**config.mk**
```make
export PLATFORM = sky130hd
export DESIGN_NAME = regfile_mp_flat
export DESIGN_NICKNAME = d
export VERILOG_FILES = /design/src/rtl/regfile_mp_pkg.sv /design/src/rtl/regfile_mp_if.sv /design/src/rtl/regfile_mp_merge.sv /design/src/rtl/regfile_mp.sv /design/src/flat_wrapper.sv
export SDC_FILE = /design/constraint.sdc
export NUM_CORES = 2
export LEC_CHECK = 0
export CAP_MARGIN = 10
export CORE_ASPECT_RATIO = 0.9
export CORE_UTILIZATION = 55
export CTS_CLUSTER_DIAMETER = 60
export DETAILED_ROUTE_END_ITERATION = 8
export PLACE_DENSITY = 0.72
export SYNTH_ARGS = -nofsm -noshare
export SYNTH_HDL_FRONTEND = slang
export SYNTH_HIERARCHICAL = 1
export SYNTH_SLANG_ARGS = --single-unit
```
**constraint.sdc**
```tcl
create_clock -name clk -period 62.4 [get_ports clk]
set_clock_uncertainty 0.05 [all_clocks]
set_input_delay 15.6 -clock clk [delete_from_list [all_inputs] [get_ports clk]]
set_output_delay 15.6 -clock clk [all_outputs]
set_load 0.01 [all_outputs]
```
**src/rtl/regfile_mp_pkg.sv**
```systemverilog
// Shared constants, lane-count helper and address type for the multi-port register file.
package regfile_mp_pkg;

  localparam int REG_WORDS  = 32;
  localparam int REG_BITS   = 32;
  localparam int REG_NUM_RD = 2;
  localparam int REG_NUM_WR = 2;

  function automatic int lanes(input int bits);
    return bits / 8;
  endfunction

  typedef logic [$clog2(REG_WORDS)-1:0] reg_addr_t;

endpackage

```
**src/rtl/regfile_mp_if.sv**
```systemverilog
// Read/write/scoreboard bundle between issue/writeback (master) and the register file (slave).
interface regfile_mp_if
  import regfile_mp_pkg::*;
#(
  parameter int WORDS  = REG_WORDS,
  parameter int BITS   = REG_BITS,
  parameter int NUM_RD = REG_NUM_RD,
  parameter int NUM_WR = REG_NUM_WR,
  parameter int ADDR_W = $clog2(WORDS)
);
  localparam int LANES = lanes(BITS);

  logic [NUM_WR-1:0]        wr_en;
  logic [NUM_WR*ADDR_W-1:0] wr_addr;
  logic [NUM_WR*BITS-1:0]   wr_data;
  logic [NUM_WR*LANES-1:0]  wr_be;
  logic [NUM_RD*ADDR_W-1:0] rd_addr;
  logic [NUM_RD*BITS-1:0]   rd_data;
  logic [NUM_RD-1:0]        rd_busy;
  logic                     sb_set_en;
  logic [ADDR_W-1:0]        sb_set_addr;
  logic [WORDS-1:0]         busy_vec;

  modport master (
    output wr_en, wr_addr, wr_data, wr_be, rd_addr, sb_set_en, sb_set_addr,
    input  rd_data, rd_busy, busy_vec
  );

  modport slave (
    input  wr_en, wr_addr, wr_data, wr_be, rd_addr, sb_set_en, sb_set_addr,
    output rd_data, rd_busy, busy_vec
  );
endinterface

```
**src/rtl/regfile_mp_merge.sv**
```systemverilog
// Per-byte priority merge of all write ports aimed at one address; highest port index wins.
module regfile_mp_merge #(
  parameter int NUM_WR = 2,
  parameter int BITS   = 32,
  parameter int ADDR_W = 5,
  parameter int LANES  = BITS / 8
) (
  input  logic [ADDR_W-1:0]        addr_i,
  input  logic [NUM_WR-1:0]        wr_en_i,
  input  logic [NUM_WR*ADDR_W-1:0] wr_addr_i,
  input  logic [NUM_WR*BITS-1:0]   wr_data_i,
  input  logic [NUM_WR*LANES-1:0]  wr_be_i,
  output logic [BITS-1:0]          data_o,
  output logic [LANES-1:0]         mask_o,
  output logic                     hit_o
);

  // Ascending scan: a later port overwrites an earlier one lane by lane.
  always_comb begin
    data_o = '0;
    mask_o = '0;
    hit_o  = 1'b0;
    for (int k = 0; k < NUM_WR; k++) begin
      if (wr_en_i[k] && (wr_addr_i[k*ADDR_W +: ADDR_W] == addr_i)) begin
        hit_o = 1'b1;
        for (int b = 0; b < LANES; b++) begin
          if (wr_be_i[k*LANES + b]) begin
            data_o[b*8 +: 8] = wr_data_i[k*BITS + b*8 +: 8];
            mask_o[b]        = 1'b1;
          end
        end
      end
    end
  end

endmodule

```
**src/rtl/regfile_mp.sv**
```systemverilog
// Multi-port register file with byte-masked writes, optional write-to-read bypass
// and a per-register busy scoreboard; reads are combinational.
module regfile_mp
  import regfile_mp_pkg::*;
#(
  parameter int WORDS    = REG_WORDS,
  parameter int BITS     = REG_BITS,
  parameter int NUM_RD   = REG_NUM_RD,
  parameter int NUM_WR   = REG_NUM_WR,
  parameter int BYPASS   = 1,
  parameter int ZERO_REG = 1,
  parameter int ADDR_W   = $clog2(WORDS)
) (
  input  logic         clk,
  input  logic         rst,
  regfile_mp_if.slave  rf
);

  localparam int LANES = lanes(BITS);

  logic [WORDS-1:0][BITS-1:0] mem_q, mem_d;
  logic [WORDS-1:0]           busy_q, busy_d;

  for (genvar r = 0; r < WORDS; r++) begin : g_reg
    localparam logic [ADDR_W-1:0] RA = ADDR_W'(r);

    if (ZERO_REG != 0 && r == 0) begin : g_zero
      assign mem_d[r]  = '0;
      assign busy_d[r] = 1'b0;
    end else begin : g_live
      logic [BITS-1:0]  m_data;
      logic [LANES-1:0] m_mask;
      logic             m_hit;
      logic             set;

      regfile_mp_merge #(
        .NUM_WR (NUM_WR),
        .BITS   (BITS),
        .ADDR_W (ADDR_W),
        .LANES  (LANES)
      ) u_wmerge (
        .addr_i    (RA),
        .wr_en_i   (rf.wr_en),
        .wr_addr_i (rf.wr_addr),
        .wr_data_i (rf.wr_data),
        .wr_be_i   (rf.wr_be),
        .data_o    (m_data),
        .mask_o    (m_mask),
        .hit_o     (m_hit)
      );

      always_comb begin
        mem_d[r] = mem_q[r];
        for (int b = 0; b < LANES; b++) begin
          if (m_mask[b]) mem_d[r][b*8 +: 8] = m_data[b*8 +: 8];
        end
      end

      // A new producer issued this cycle supersedes the writeback that retires the old one.
      assign set       = rf.sb_set_en && (rf.sb_set_addr == RA);
      assign busy_d[r] = set ? 1'b1 : (m_hit ? 1'b0 : busy_q[r]);
    end
  end

  always_ff @(posedge clk or posedge rst) begin
    if (rst) begin
      mem_q  <= '0;
      busy_q <= '0;
    end else begin
      mem_q  <= mem_d;
      busy_q <= busy_d;
    end
  end

  assign rf.busy_vec = busy_q;

  for (genvar p = 0; p < NUM_RD; p++) begin : g_rd
    logic [ADDR_W-1:0] ra;
    logic              in_range;
    logic              is_zero;
    logic [BITS-1:0]   stored;
    logic [BITS-1:0]   merged;
    logic [BITS-1:0]   byp_data;
    logic [LANES-1:0]  byp_mask;
    logic              byp_hit;

    assign ra       = rf.rd_addr[p*ADDR_W +: ADDR_W];
    assign in_range = (32'(ra) < 32'(WORDS));
    assign is_zero  = (ZERO_REG != 0) && (ra == '0);
    assign stored   = in_range ? mem_q[ra] : '0;

    if (BYPASS != 0) begin : g_byp
      regfile_mp_merge #(
        .NUM_WR (NUM_WR),
        .BITS   (BITS),
        .ADDR_W (ADDR_W),
        .LANES  (LANES)
      ) u_bmerge (
        .addr_i    (ra),
        .wr_en_i   (rf.wr_en),
        .wr_addr_i (rf.wr_addr),
        .wr_data_i (rf.wr_data),
        .wr_be_i   (rf.wr_be),
        .data_o    (byp_data),
        .mask_o    (byp_mask),
        .hit_o     (byp_hit)
      );
    end else begin : g_nobyp
      assign byp_data = '0;
      assign byp_mask = '0;
      assign byp_hit  = 1'b0;
    end

    always_comb begin
      merged = stored;
      for (int b = 0; b < LANES; b++) begin
        if (byp_mask[b]) merged[b*8 +: 8] = byp_data[b*8 +: 8];
      end
    end

    // Reset gates the bypass too, so nothing leaks through while rst is high.
    assign rf.rd_data[p*BITS +: BITS] = (rst || is_zero || !in_range) ? '0 : merged;
    assign rf.rd_busy[p] = !rst && in_range && busy_q[ra] && !byp_hit;
  end

endmodule

```
**src/flat_wrapper.sv**
```systemverilog
// flat-port wrapper written by rule: the top's interface ports become plain ports
module regfile_mp_flat import regfile_mp_pkg::*;
#(
  parameter int WORDS    = REG_WORDS,
  parameter int BITS     = REG_BITS,
  parameter int NUM_RD   = REG_NUM_RD,
  parameter int NUM_WR   = REG_NUM_WR,
  parameter int BYPASS   = 1,
  parameter int ZERO_REG = 1,
  parameter int ADDR_W   = $clog2(WORDS)
)
  (clk, rst, rf_wr_en, rf_wr_addr, rf_wr_data, rf_wr_be, rf_rd_addr, rf_sb_set_en, rf_sb_set_addr, rf_rd_data, rf_rd_busy, rf_busy_vec);
  regfile_mp_if #(.WORDS(WORDS), .BITS(BITS), .NUM_RD(NUM_RD), .NUM_WR(NUM_WR), .ADDR_W(ADDR_W)) rf_i ();
  input  logic clk;
  input  logic rst;
  input wire logic [$bits(rf_i.wr_en)-1:0] rf_wr_en;
  input wire logic [$bits(rf_i.wr_addr)-1:0] rf_wr_addr;
  input wire logic [$bits(rf_i.wr_data)-1:0] rf_wr_data;
  input wire logic [$bits(rf_i.wr_be)-1:0] rf_wr_be;
  input wire logic [$bits(rf_i.rd_addr)-1:0] rf_rd_addr;
  input wire logic [$bits(rf_i.sb_set_en)-1:0] rf_sb_set_en;
  input wire logic [$bits(rf_i.sb_set_addr)-1:0] rf_sb_set_addr;
  output wire logic [$bits(rf_i.rd_data)-1:0] rf_rd_data;
  output wire logic [$bits(rf_i.rd_busy)-1:0] rf_rd_busy;
  output wire logic [$bits(rf_i.busy_vec)-1:0] rf_busy_vec;
  assign rf_i.wr_en = rf_wr_en;
  assign rf_i.wr_addr = rf_wr_addr;
  assign rf_i.wr_data = rf_wr_data;
  assign rf_i.wr_be = rf_wr_be;
  assign rf_i.rd_addr = rf_rd_addr;
  assign rf_i.sb_set_en = rf_sb_set_en;
  assign rf_i.sb_set_addr = rf_sb_set_addr;
  assign rf_rd_data = rf_i.rd_data;
  assign rf_rd_busy = rf_i.rd_busy;
  assign rf_busy_vec = rf_i.busy_vec;
  regfile_mp #(.WORDS(WORDS), .BITS(BITS), .NUM_RD(NUM_RD), .NUM_WR(NUM_WR), .BYPASS(BYPASS), .ZERO_REG(ZERO_REG), .ADDR_W(ADDR_W)) u_core (.clk(clk), .rst(rst), .rf(rf_i));
endmodule
```
Word-level counts from Yosys, hierarchy flattened
Cells that the tools add are included.

Bits in registers: 1023. Bits of input ports: 102. Word-level logic and storage cells: 943.

$lt $le $gt $ge: 2. Equal/unequal tests: 97. Mux-type cells: 550. Reductions and logical operators: 139.

Operator list (count): $mux 32 (70); $mux 8 (144); $bmux 32 s5 (2); $mux 1 (266); $mux 4 (66); $eq 5x5->1 const B (48); $eq 5x4->1 const B (24); $logic_and 1x1->1 (101); $reduce_bool 2->1 (31); $eq 5x3->1 const B (12); $eq 5x2->1 const B (6); $eq 5x5->1 (4); $eq 5x1->1 const B (3); $lt 5x6->1 const B (2); $bmux 1 s5 (2); $logic_not 5->1 (2); $logic_not 1->1 (3); $logic_or 1x1->1 (2).

Longest topological paths before layout
Depth in word-level cells: 7. Depth in mapped cells: 10. Gate-level depth less buffers: 8.

Modules after synthesis
The synthesis kept the hierarchy.

By module, submodules not included: regfile_mp (times used 1, cells each 3699, area each 55024.0 µm², seq. area each 25599.6 µm²); regfile_mp_merge (times used 33, cells each 139, area each 945.9 µm², seq. area each 0.0 µm²).

Worst setup path before layout
OpenSTA, ideal clock, no wires.

Path type: in2out. Start: input rst. End: output rf_rd_data[39]. Data arrival time: 40415 ps. Data required time: 46750 ps. Path slack: 6335 ps. Cell stages on the path: 7. Path buffers: 2. Path through: clkbuf_1 -> clkbuf_1 -> inv_1 -> nand3_1 -> nor2_1 -> a22oi_1 -> o211ai_1.

Longest elaborated chain between the ends: 2.

Ends and longest elaborated chain: from (decl) (line flat_wrapper.sv:15) `input logic rst;`; $logic_or 1x1->1 (line regfile_mp.sv:122) `assign rf.rd_data[p*BITS +: BITS] = (rst || is_zero || !in_range) ? '0 : merged;`; $mux 32 (line regfile_mp.sv:122); to (decl) (line flat_wrapper.sv:23) `output wire logic [$bits(rf_i.rd_data)-1:0] rf_rd_data;`.

No other way between the ends.

Final worst setup path
Start: input rf_rd_addr[0]. End: output rf_rd_data[17].

Longest elaborated chain between the ends: 7. Elaborated cells between the ends (all ways): 16. Those cells by class: eq/ne: 2; mux: 10; reduce/logical: 4.

Ends and longest elaborated chain: from (decl) (line flat_wrapper.sv:20) `input wire logic [$bits(rf_i.rd_addr)-1:0] rf_rd_addr;`; $eq 5x5->1 (line regfile_mp_merge.sv:24) `if (wr_en_i[k] && (wr_addr_i[k*ADDR_W +: ADDR_W] == addr_i)) begin`; $logic_and 1x1->1 (line regfile_mp_merge.sv:24); $mux 32 / $mux 4 (equally long branches) (line regfile_mp_merge.sv:24); $mux 8 / $mux 1 (equally long branches) (line regfile_mp_merge.sv:27) `if (wr_be_i[k*LANES + b]) begin`; $mux 32 / $mux 4 (equally long branches) (line regfile_mp_merge.sv:24); $mux 8 (line regfile_mp.sv:117) `if (byp_mask[b]) merged[b*8 +: 8] = byp_data[b*8 +: 8];`; $mux 32 * (line regfile_mp.sv:122).

Mark *: on every way between the ends. The rest lies on a longest branch, timed or not. The select of a mux whose other input is x is not followed.

==> qor.csv <==
stage,metric,value,unit
drt,ant_nets,0,
clock_tree,cts.clk_slew.worst_paths,0.05,ns
die,ios,200,
clock_tree,hold_buffers,0,
clock_tree,clock_path_buffers,3,
logic_synthesis,synth_top_cells_by_area,"dfrtp_1 30%, mux2_2 15%, mux4_2 11%, mux2i_1 6.7%, inv_1 4.7%",
timing,holdWs,0.479,ns
global_routing,grt_max_degree,160,
min_path,holdPathStages,1,
min_path,hp-start,u_core/mem_q[113]$_DFFE_PP0P_,
die,coreArea,155000,sq um
min_path,worstHoldEndpoint,u_core/mem_q[113]$_DFFE_PP0P_,
global_routing,grt_pass1_vias,73400,
finish,fillers,12600,
pwr,max-vdd-ir-drop,28.6,uV
global_routing,gr-usage-all-layers,46.8,%
timing,slew_headroom,5.07,%
global_routing,grt_pass1_wl,534000,um
pwr,power,1.93,mW
timing,worst_slew_pin_slew,1.39,ns
clock_tree,clock_sinks,1023,
timing,setup_viol,0,
finish,postLayoutCellArea,95800,sq um
global_routing,antenna_found_initial,24,
global_routing,grt-ovfl-total,0,
finish,drive_above_1_share,29.2,%
finish,final_core_util,61.7,%
flow_run,drv_cap,0,
critical_path,reg2regPathDepth,1,
min_path,hold_class,reg2reg,
critical_path,crit_type,in2out,
clock_tree,cts_tree,built,
drt,drt_first_pass_iters,7,
critical_path,r2r-start,u_core/mem_q[986]$_DFFE_PP0P_,
pwr,power_density,20.1,nW/um^2
run_status,status,finished clean,
logic_synthesis,synth.avg_cell_area,10.4,sq um
drt,wire_per_inst,35.1,um
finish,syn_to_final_growth,11.1,%
die,die_h,378,um
clock_tree,post_cts_resize_count,0,
placed_design,port_buffers,198,
placed_design,routabilityCongestion,1.05,
timing,rsz0062_at_grt,no,
logic_synthesis,yosysTopAreaCellShare,29.7,%
critical_path,r2r_end,u_core/mem_q[986]$_DFFE_PP0P_,
drt,num_vias,77100,
clock_tree,numCtsBuffers,134,
placed_design,postPlaceCellArea,91100,sq um
timing,period_share,58.9,%
clock_tree,clk_latency,0.80,ns
die,rows,137,
critical_path,cp.required,46.75,ns
clock_tree,post_cts_buffers,0,
placed_design,dp.cells,10500,
die,start_util,55.5,%
placed_design,pre_cts_ws,25.79,ns
timing,final-hold-violation-count,0,
critical_path,worstSetupEndpointType,output pin,
critical_path,start_kind,input pin,
critical_path,reg2reg_slack,61.29,ns
timing,timing.fmax,27.2,MHz
drt,drt_wl_total,377000,um
finish,final_nets,8621,
critical_path,arrival,21.08,ns
timing,tns,0,ns
placed_design,dp_hpwl,263000,um
die,die_w,419,um
logic_synthesis,seq_area_frac_synth,29.7,%
logic_synthesis,synth_cells,8286,
timing,min_period,36.73,ns
logic_synthesis,synth-edff-count,0,
die,die_area,158000,sq um
logic_synthesis,synthArstFlopShare,100,%
timing,finalMaxSlewViolations,0,
clock_tree,h-tree-depth,4,
finish,fin_cells,10700,
logic_synthesis,yosysWarnings,6,
logic_synthesis,synth.cell_area,86200,sq um
timing,worst_slack,25.67,ns
logic_synthesis,synth_ff_type,dfrtp_1,
drt,vias_per_cell,7.19,
pwr,leakagePower,48.1,nW
drt,remaining_drc_errors,0,
logic_synthesis,synth_top_cell_by_area,dfrtp_1,
logic_synthesis,synth_seq_cells,1023,
drt,drt-initial-drc-count,12300,
clock_tree,root_buffer,clkbuf_16,
logic_synthesis,synth.distinct_cells,63,
critical_path,critPathMaxFanout,49,
final cells by class:
type,instances,area (sq um),area share [%]
diodes,12,30.0,0.0313
clock buffers,198,4100,4.28
clock inverters,49,534,0.558
inverters,1073,4040,4.21
multi-input cells,5770,54600,57.0
flip-flops and latches,1023,25600,26.7
well taps,2085,2610,2.72
repair buffers,517,4320,4.51
cell usage in the layout, fill, tap and decap left out, types with 138 or more instances in the layout:
cell type,n
conb_1,311
nand3_1,591
clkbuf_16,138
xor2_1,264
mux2i_1,578
clkdlybuf4s50_1,170
and3_1,272
mux4_2,426
dfrtp_1,1023
nand4_1,499
buf_4,305
mux2_2,1151
o31ai_1,501
inv_1,1069
layer usage:
layer | global-route usage [%] | share of wire, % | up-vias
met2 | 65.0 | 41 | 6488
met3 | 20.6 | 17 | 1287
li1 | - | - | 31000
met4 | 24.1 | 6.1 | 22
met1 | 61.3 | 36 | 38300
met5 | 0 | 0.044 | -
sequential cells by signal (all words and copies together), names as in the netlist:
name / cells
u_core/rf.busy_vec: 31
u_core/mem_q: 992
synthesized netlist by cell type, types with 12 or more instances:
cell,count
xnor2_2,33
a21oi_1,32
o221a_2,21
clkbuf_1,303
nor3_1,15
buf_1,46
o211ai_1,14
dfrtp_1,1023
o221ai_1,22
o21ai_0,99
mux4_2,426
buf_4,60
xnor2_1,33
inv_1,1070
buf_2,210
a22oi_1,34
nand4_4,66
a221oi_1,59
o31ai_1,501
nor2b_1,17
a31oi_1,15
nand4_2,33
nand3_1,591
nor2_1,33
mux2_2,1151
a2111oi_0,27
nand2b_1,76
buf_6,110
nor4_1,12
xor2_1,264
mux2_4,99
o22ai_1,85
and2_1,137
nor4_2,66
and3_1,272
mux2i_1,578
nand2_1,82
nand4_1,499
worst max path at each step:
stage / from / depth (start not counted) / end
3_3_place_gp: rf_rd_addr[0] / 10 / rf_rd_data[17]
6_report: rf_rd_addr[0] / 10 / rf_rd_data[17]
5_1_grt: rf_rd_addr[0] / 10 / rf_rd_data[2]
4_1_cts: rf_rd_addr[0] / 10 / rf_rd_data[17]
2_1_floorplan: rst / 7 / rf_rd_data[39]
3_5_place_dp: rf_rd_addr[0] / 10 / rf_rd_data[17]
critical path, stage by stage:
cell and delay [ns]:
buf_8 0.31, buf_4 0.71, buf_4 0.81, buf_4 0.84, mux4_2 0.43, a31oi_1 0.09
and3_1 0.21, a2111oi_0 1.00, buf_4 0.25, clkdlybuf4s50_1 0.54
power by group:
group | switching, mW | internal (mW)
registers | 0.0364 | 0.680
logic | 0.265 | 0.121
clock network | 0.339 | 0.486
total | 0.641 | 1.29
cells by family after synthesis:
logic type             share of synthesized area (%)
other                                        0.00871
XOR/XNOR                                        3.64
flip-flops                                      29.7
buffers and inverters                           9.37
AO/OA/AOI/OAI                                   8.16
AND/OR/NAND/NOR                                 14.6
multiplexers                                    34.6
Power figures use the tool's default switching activity.
